## config.mk

```make
export PLATFORM = sky130hd
export DESIGN_NAME = sub_serial
export DESIGN_NICKNAME = d
export VERILOG_FILES = /design/src/rtl/sub_serial.sv
export SDC_FILE = /design/constraint.sdc
export NUM_CORES = 1
export LEC_CHECK = 0
export CAP_MARGIN = 20
export CORE_MARGIN = 3
export CORE_UTILIZATION = 40
export CTS_BUF_LIST = sky130_fd_sc_hd__clkbuf_2
export DETAILED_ROUTE_END_ITERATION = 10
export GPL_TIMING_DRIVEN = 0
export SYNTH_ARGS = -nofsm -noshare
export SYNTH_HDL_FRONTEND = slang
export SYNTH_SLANG_ARGS = --single-unit
```

## constraint.sdc

```tcl
create_clock -name clk -period 3.4 [get_ports clk]
set_input_delay 0.85 -clock clk [delete_from_list [all_inputs] [get_ports clk]]
set_output_delay 0.85 -clock clk [all_outputs]
set_load 0.005 [all_outputs]
```

## src/rtl/sub_serial.sv

```systemverilog
// Bit-serial subtractor: out = a - b (mod 2^WIDTH), LSB first, one bit per clock.
// Operands are descrambled with fixed XOR masks at load; final borrow flags a < b.
module sub_serial #(
  parameter int               WIDTH  = 8,
  parameter logic [WIDTH-1:0] A_MASK = 8'hE8,
  parameter logic [WIDTH-1:0] B_MASK = 8'h96
) (
  input  logic             clk,
  input  logic             rst_n,
  input  logic             en,
  input  logic [WIDTH-1:0] a,
  input  logic [WIDTH-1:0] b,
  output logic [WIDTH-1:0] out,
  output logic             borrow,
  output logic             busy,
  output logic             done
);

  localparam int CW = $clog2(WIDTH);
  localparam logic [CW-1:0] LAST = CW'(WIDTH - 1);

  typedef enum logic [1:0] {
    IDLE = 2'd0,
    LOAD = 2'd1,
    SUB  = 2'd2,
    DONE = 2'd3
  } state_t;

  state_t           state_reg, state_next;
  logic [WIDTH-1:0] a_reg, b_reg, out_reg;
  logic [CW-1:0]    count_reg;
  logic             brw_reg;
  logic             diff_bit, brw_next;

  assign diff_bit = a_reg[0] ^ b_reg[0] ^ brw_reg;
  assign brw_next = (~a_reg[0] & b_reg[0]) | (~(a_reg[0] ^ b_reg[0]) & brw_reg);

  always_ff @(posedge clk or negedge rst_n) begin
    if (!rst_n) begin
      state_reg <= IDLE;
    end else begin
      state_reg <= state_next;
    end
  end

  always_comb begin
    state_next = state_reg;
    case (state_reg)
      IDLE: if (en) state_next = LOAD;
      LOAD: state_next = SUB;
      SUB:  if (count_reg == LAST) state_next = DONE;
      DONE: if (en) state_next = IDLE;
      default: state_next = IDLE;
    endcase
  end

  always_comb begin
    busy = (state_reg == LOAD) || (state_reg == SUB);
    done = (state_reg == DONE);
  end

  // Result and borrow stay held through DONE and IDLE until the next accepted start.
  always_ff @(posedge clk or negedge rst_n) begin
    if (!rst_n) begin
      a_reg     <= '0;
      b_reg     <= '0;
      out_reg   <= '0;
      count_reg <= '0;
      brw_reg   <= 1'b0;
    end else if (state_reg == IDLE && en) begin
      a_reg     <= a ^ A_MASK;
      b_reg     <= b ^ B_MASK;
      out_reg   <= '0;
      count_reg <= '0;
      brw_reg   <= 1'b0;
    end else if (state_reg == SUB) begin
      out_reg   <= {diff_bit, out_reg[WIDTH-1:1]};
      a_reg     <= a_reg >> 1;
      b_reg     <= b_reg >> 1;
      brw_reg   <= brw_next;
      count_reg <= count_reg + 1'b1;
    end
  end

  assign out    = out_reg;
  assign borrow = brw_reg;

endmodule

```

==> impl_metrics.env <==
export IMPL_worstReg2RegStart="state_reg[1]"
export IMPL_worst_ep_arrival_time_ns=1.65
export IMPL_ir_drop_v=0.0004544
export IMPL_layout_nets=190
export IMPL_die_y_um=67.40
export IMPL_ys_warn_count=0
export IMPL_finClkSkew_ns=0.009059
export IMPL_cts_hold_buf=0
export IMPL_power_uw=1708
export IMPL_pwr_share_clk_pct=9.4
export IMPL_finalHoldViolCount=0
export IMPL_ys_seq_area_share_pct=49.79
export IMPL_min_to="out[0]"
export IMPL_synthCells=127
export IMPL_ys_types=24
export IMPL_p_seq_share_pct=37.4
export IMPL_clk_pin_slew_worst_paths_ns=0.14
export IMPL_timing_max_cap_violations=0
export IMPL_syn_cell_area_um2=1508
export IMPL_synth_edf_count=0
export IMPL_port_buffer_count=29
export IMPL_clk_latency_ns=0.35
export IMPL_yosysMostFrequentCell="dfrtp_1"
export IMPL_n_antenna_cell=0
export IMPL_min_period_ns=2.498
export IMPL_die_w_um=67.40
export IMPL_drtIter0Drc=9
export IMPL_htreeDepth=2
export IMPL_grt_max_degree=19
export IMPL_area_growth_pct=26.47
export IMPL_fillCellCount=330
export IMPL_synthTopCellsByCount="dfrtp_1 (30), mux2i_1 (18), nor2_1 (11)"
export IMPL_ys_ff_latch=30
export IMPL_drt_wl_total_um=2992
export IMPL_required_ns=2.55
export IMPL_core_area_um2=3468
export IMPL_synthFlopType="dfrtp_1"
export IMPL_yosys_area_top_type="dfrtp_1"
export IMPL_dr_pass1_iters=4
export IMPL_worst_pin_slew_ns=0.8654
export IMPL_cts_tree="yes"
export IMPL_yosys_top_cells_area="dfrtp_1 (50%), mux2i_1 (12%), a211oi_2 (5.0%), ha_1 (5.0%), o21ai_0 (3.3%)"
export IMPL_ant_nets=0
export IMPL_min_from="out[0]"
export IMPL_post_cts_buffers=0
export IMPL_finish_utilization_pct=54.98
export IMPL_avgSynthCellArea_um2=11.87
export IMPL_powerDensity_nw_per_um2=895.9
export IMPL_fin_crit_sh_pct=73.48
export IMPL_post_cts_resized=0
export IMPL_cpPeakStageDelay_ns=0.50
export IMPL_p_comb_share_pct=53.2
export IMPL_finalInstanceArea_um2=1907
export IMPL_antenna_found_initial=0
export IMPL_postSynthNetCount=153
export IMPL_wl_per_cell_um=14.18
export IMPL_path_buf_inv=2
export IMPL_setup_violations=0
export IMPL_r2r_slack_ns=1.89
export IMPL_holdWs_ns=0.5463
export IMPL_cts_made_buffers=5
export IMPL_clockBufferDepth=2
export IMPL_power_switching_uw=629.8
export IMPL_reg2regPathDepth=5
export IMPL_cp_slowest_cell="clkdlybuf4s50_1"
export IMPL_regToRegEndpoint="state_reg[1]"
export IMPL_synthArstFlopShare_pct=100.0
export IMPL_setup_tns_ns=0
export IMPL_startpoint_type="register"
export IMPL_cts_sinks=30
export IMPL_critPathKind="register to output pin"
export IMPL_whs_path_depth=2
export IMPL_drc=0
export IMPL_grt_use_total_pct=15.48
export IMPL_crit_family="buffers and inverters"
export IMPL_switching_share_pct=36.87
export IMPL_slew_limit_headroom_pct=42.13
export IMPL_io_pins=30
export IMPL_clock_fmax_mhz=400.3
export IMPL_overflow=0
export IMPL_dpl_hpwl_um=2237
export IMPL_status="finished, final reports clean"
export IMPL_clockRootBuffer="clkbuf_2"
export IMPL_cp_cell_sequence="inv_1 -> ha_1 -> clkdlybuf4s50_1"
export IMPL_p_leak_uw=0.0008458
export IMPL_layout_drive_gt1_share_pct=16.36
export IMPL_gp_congestion=0.6837
export IMPL_rows=21
export IMPL_detail_route_vias_per_cell=4.886
export IMPL_dieArea_um2=4542
export IMPL_synth_top_cell_area_share_pct=49.79
export IMPL_place_area_um2=1871
export IMPL_initial_utilization_pct=43.47
export IMPL_grt_pass1_wl_um=5071
export IMPL_endpoint_kind="output pin"
export IMPL_critical_path_peak_fanout=4
export IMPL_grt_pass1_vias=1073
export IMPL_internal_power_uw=1079
export IMPL_vias=1031
export IMPL_hp_class="register to register"
export IMPL_slew_violations=0
export IMPL_rsz0062_at_grt="no"
-- tightest hold or removal path: cells and delay by family, from the launching register on --
kind          cells  cell delay [ns]
flops             1             0.37
mux               1             0.06
simple gates      1             0.08
-- layout by cell type (no fill, tap or decap) --
| master | n |
|---|---|
| dfrtp_1 | 30 |
| clkdlybuf4s50_1 | 29 |
| mux2i_1 | 18 |
| nor2_1 | 11 |
| o21ai_0 | 10 |
| nand2_1 | 9 |
| a211oi_2 | 6 |
| a21oi_1 | 6 |
| ha_1 | 6 |
| inv_1 | 5 |
| nor2b_1 | 5 |
| clkbuf_2 | 5 |
| buf_6 | 4 |
| buf_2 | 3 |
| clkinv_1 | 3 |
| buf_12 | 2 |
| nand3b_1 | 2 |
| and2_4 | 1 |
| mux2_4 | 1 |
| nor2_2 | 1 |
| xnor2_1 | 1 |
| o21ba_2 | 1 |
| a21oi_2 | 1 |
| o32a_1 | 1 |
| and2b_1 | 1 |
| mux2_2 | 1 |
| fa_1 | 1 |
| buf_8 | 1 |
-- how the worst max path moves through the flow --
stage	slack (ns)	to	cells after the start	startpoint
2_1_floorplan	1.83	busy	2	state_reg[0]
3_3_place_gp	0.95	out[5]	1	rst_n
3_5_place_dp	1.29	state_reg[1]	4	en
4_1_cts	0.86	busy	3	state_reg[1]
5_1_grt	0.77	busy	3	state_reg[0]
6_report	0.90	busy	3	state_reg[1]
-- power groups by stage --
stage	Combinational, uW	Sequential (uW)	Clock (uW)
after floorplan	646	626	0
after global placement	898	643	0
after detailed placement	925	653	0
after CTS	929	644	169
after global routing	1010	666	190
final	909	639	160
-- cell families (layout without fill, tap and decap cells) --
group | Yosys count | after routing | synth area share [%]
flip-flops | 30 | 30 | 49.79
AND/OR/NAND/NOR | 30 | 30 | 9.544
AO/OA/AOI/OAI | 25 | 25 | 12.20
multiplexers | 20 | 20 | 13.69
buffers and inverters | 14 | 52 | 7.884
adder cells (fa/ha/maj) | 7 | 7 | 6.307
XOR/XNOR | 1 | 1 | 0.5810
-- cell type report --
type / instances / area (um^2) / area share [%]
clock inverter: 3 / 11.26 / 0.5906
clock buffer: 5 / 25.02 / 1.312
inverter: 5 / 18.77 / 0.9843
tap: 46 / 57.56 / 3.018
timing repair buffer: 30 / 305.3 / 16.01
multi-input combinational: 83 / 638.1 / 33.46
sequential: 30 / 750.7 / 39.37
buffer: 9 / 100.1 / 5.249
-- metal layers --
layer / vias up / global-route usage (%) / share of wire, % / wire, um
met5: - / 0 / 0 / 0
met4: 0 / 4.557 / 1.4 / 41
met1: 497 / 19.54 / 43 / 1283
li1: 504 / - / - / -
met2: 24 / 24.91 / 50 / 1502
met3: 6 / 5.491 / 5.5 / 164
-- stage by stage --
stage          setup WS (ns)  cells
3_5_place_dp           1.291    203
2_1_floorplan          1.833    127
6_report              0.9017    211
5_1_grt               0.7745    211
3_3_place_gp          0.9487    202
4_1_cts               0.8627    211
No activity file was read; power rests on OpenSTA's default activity.
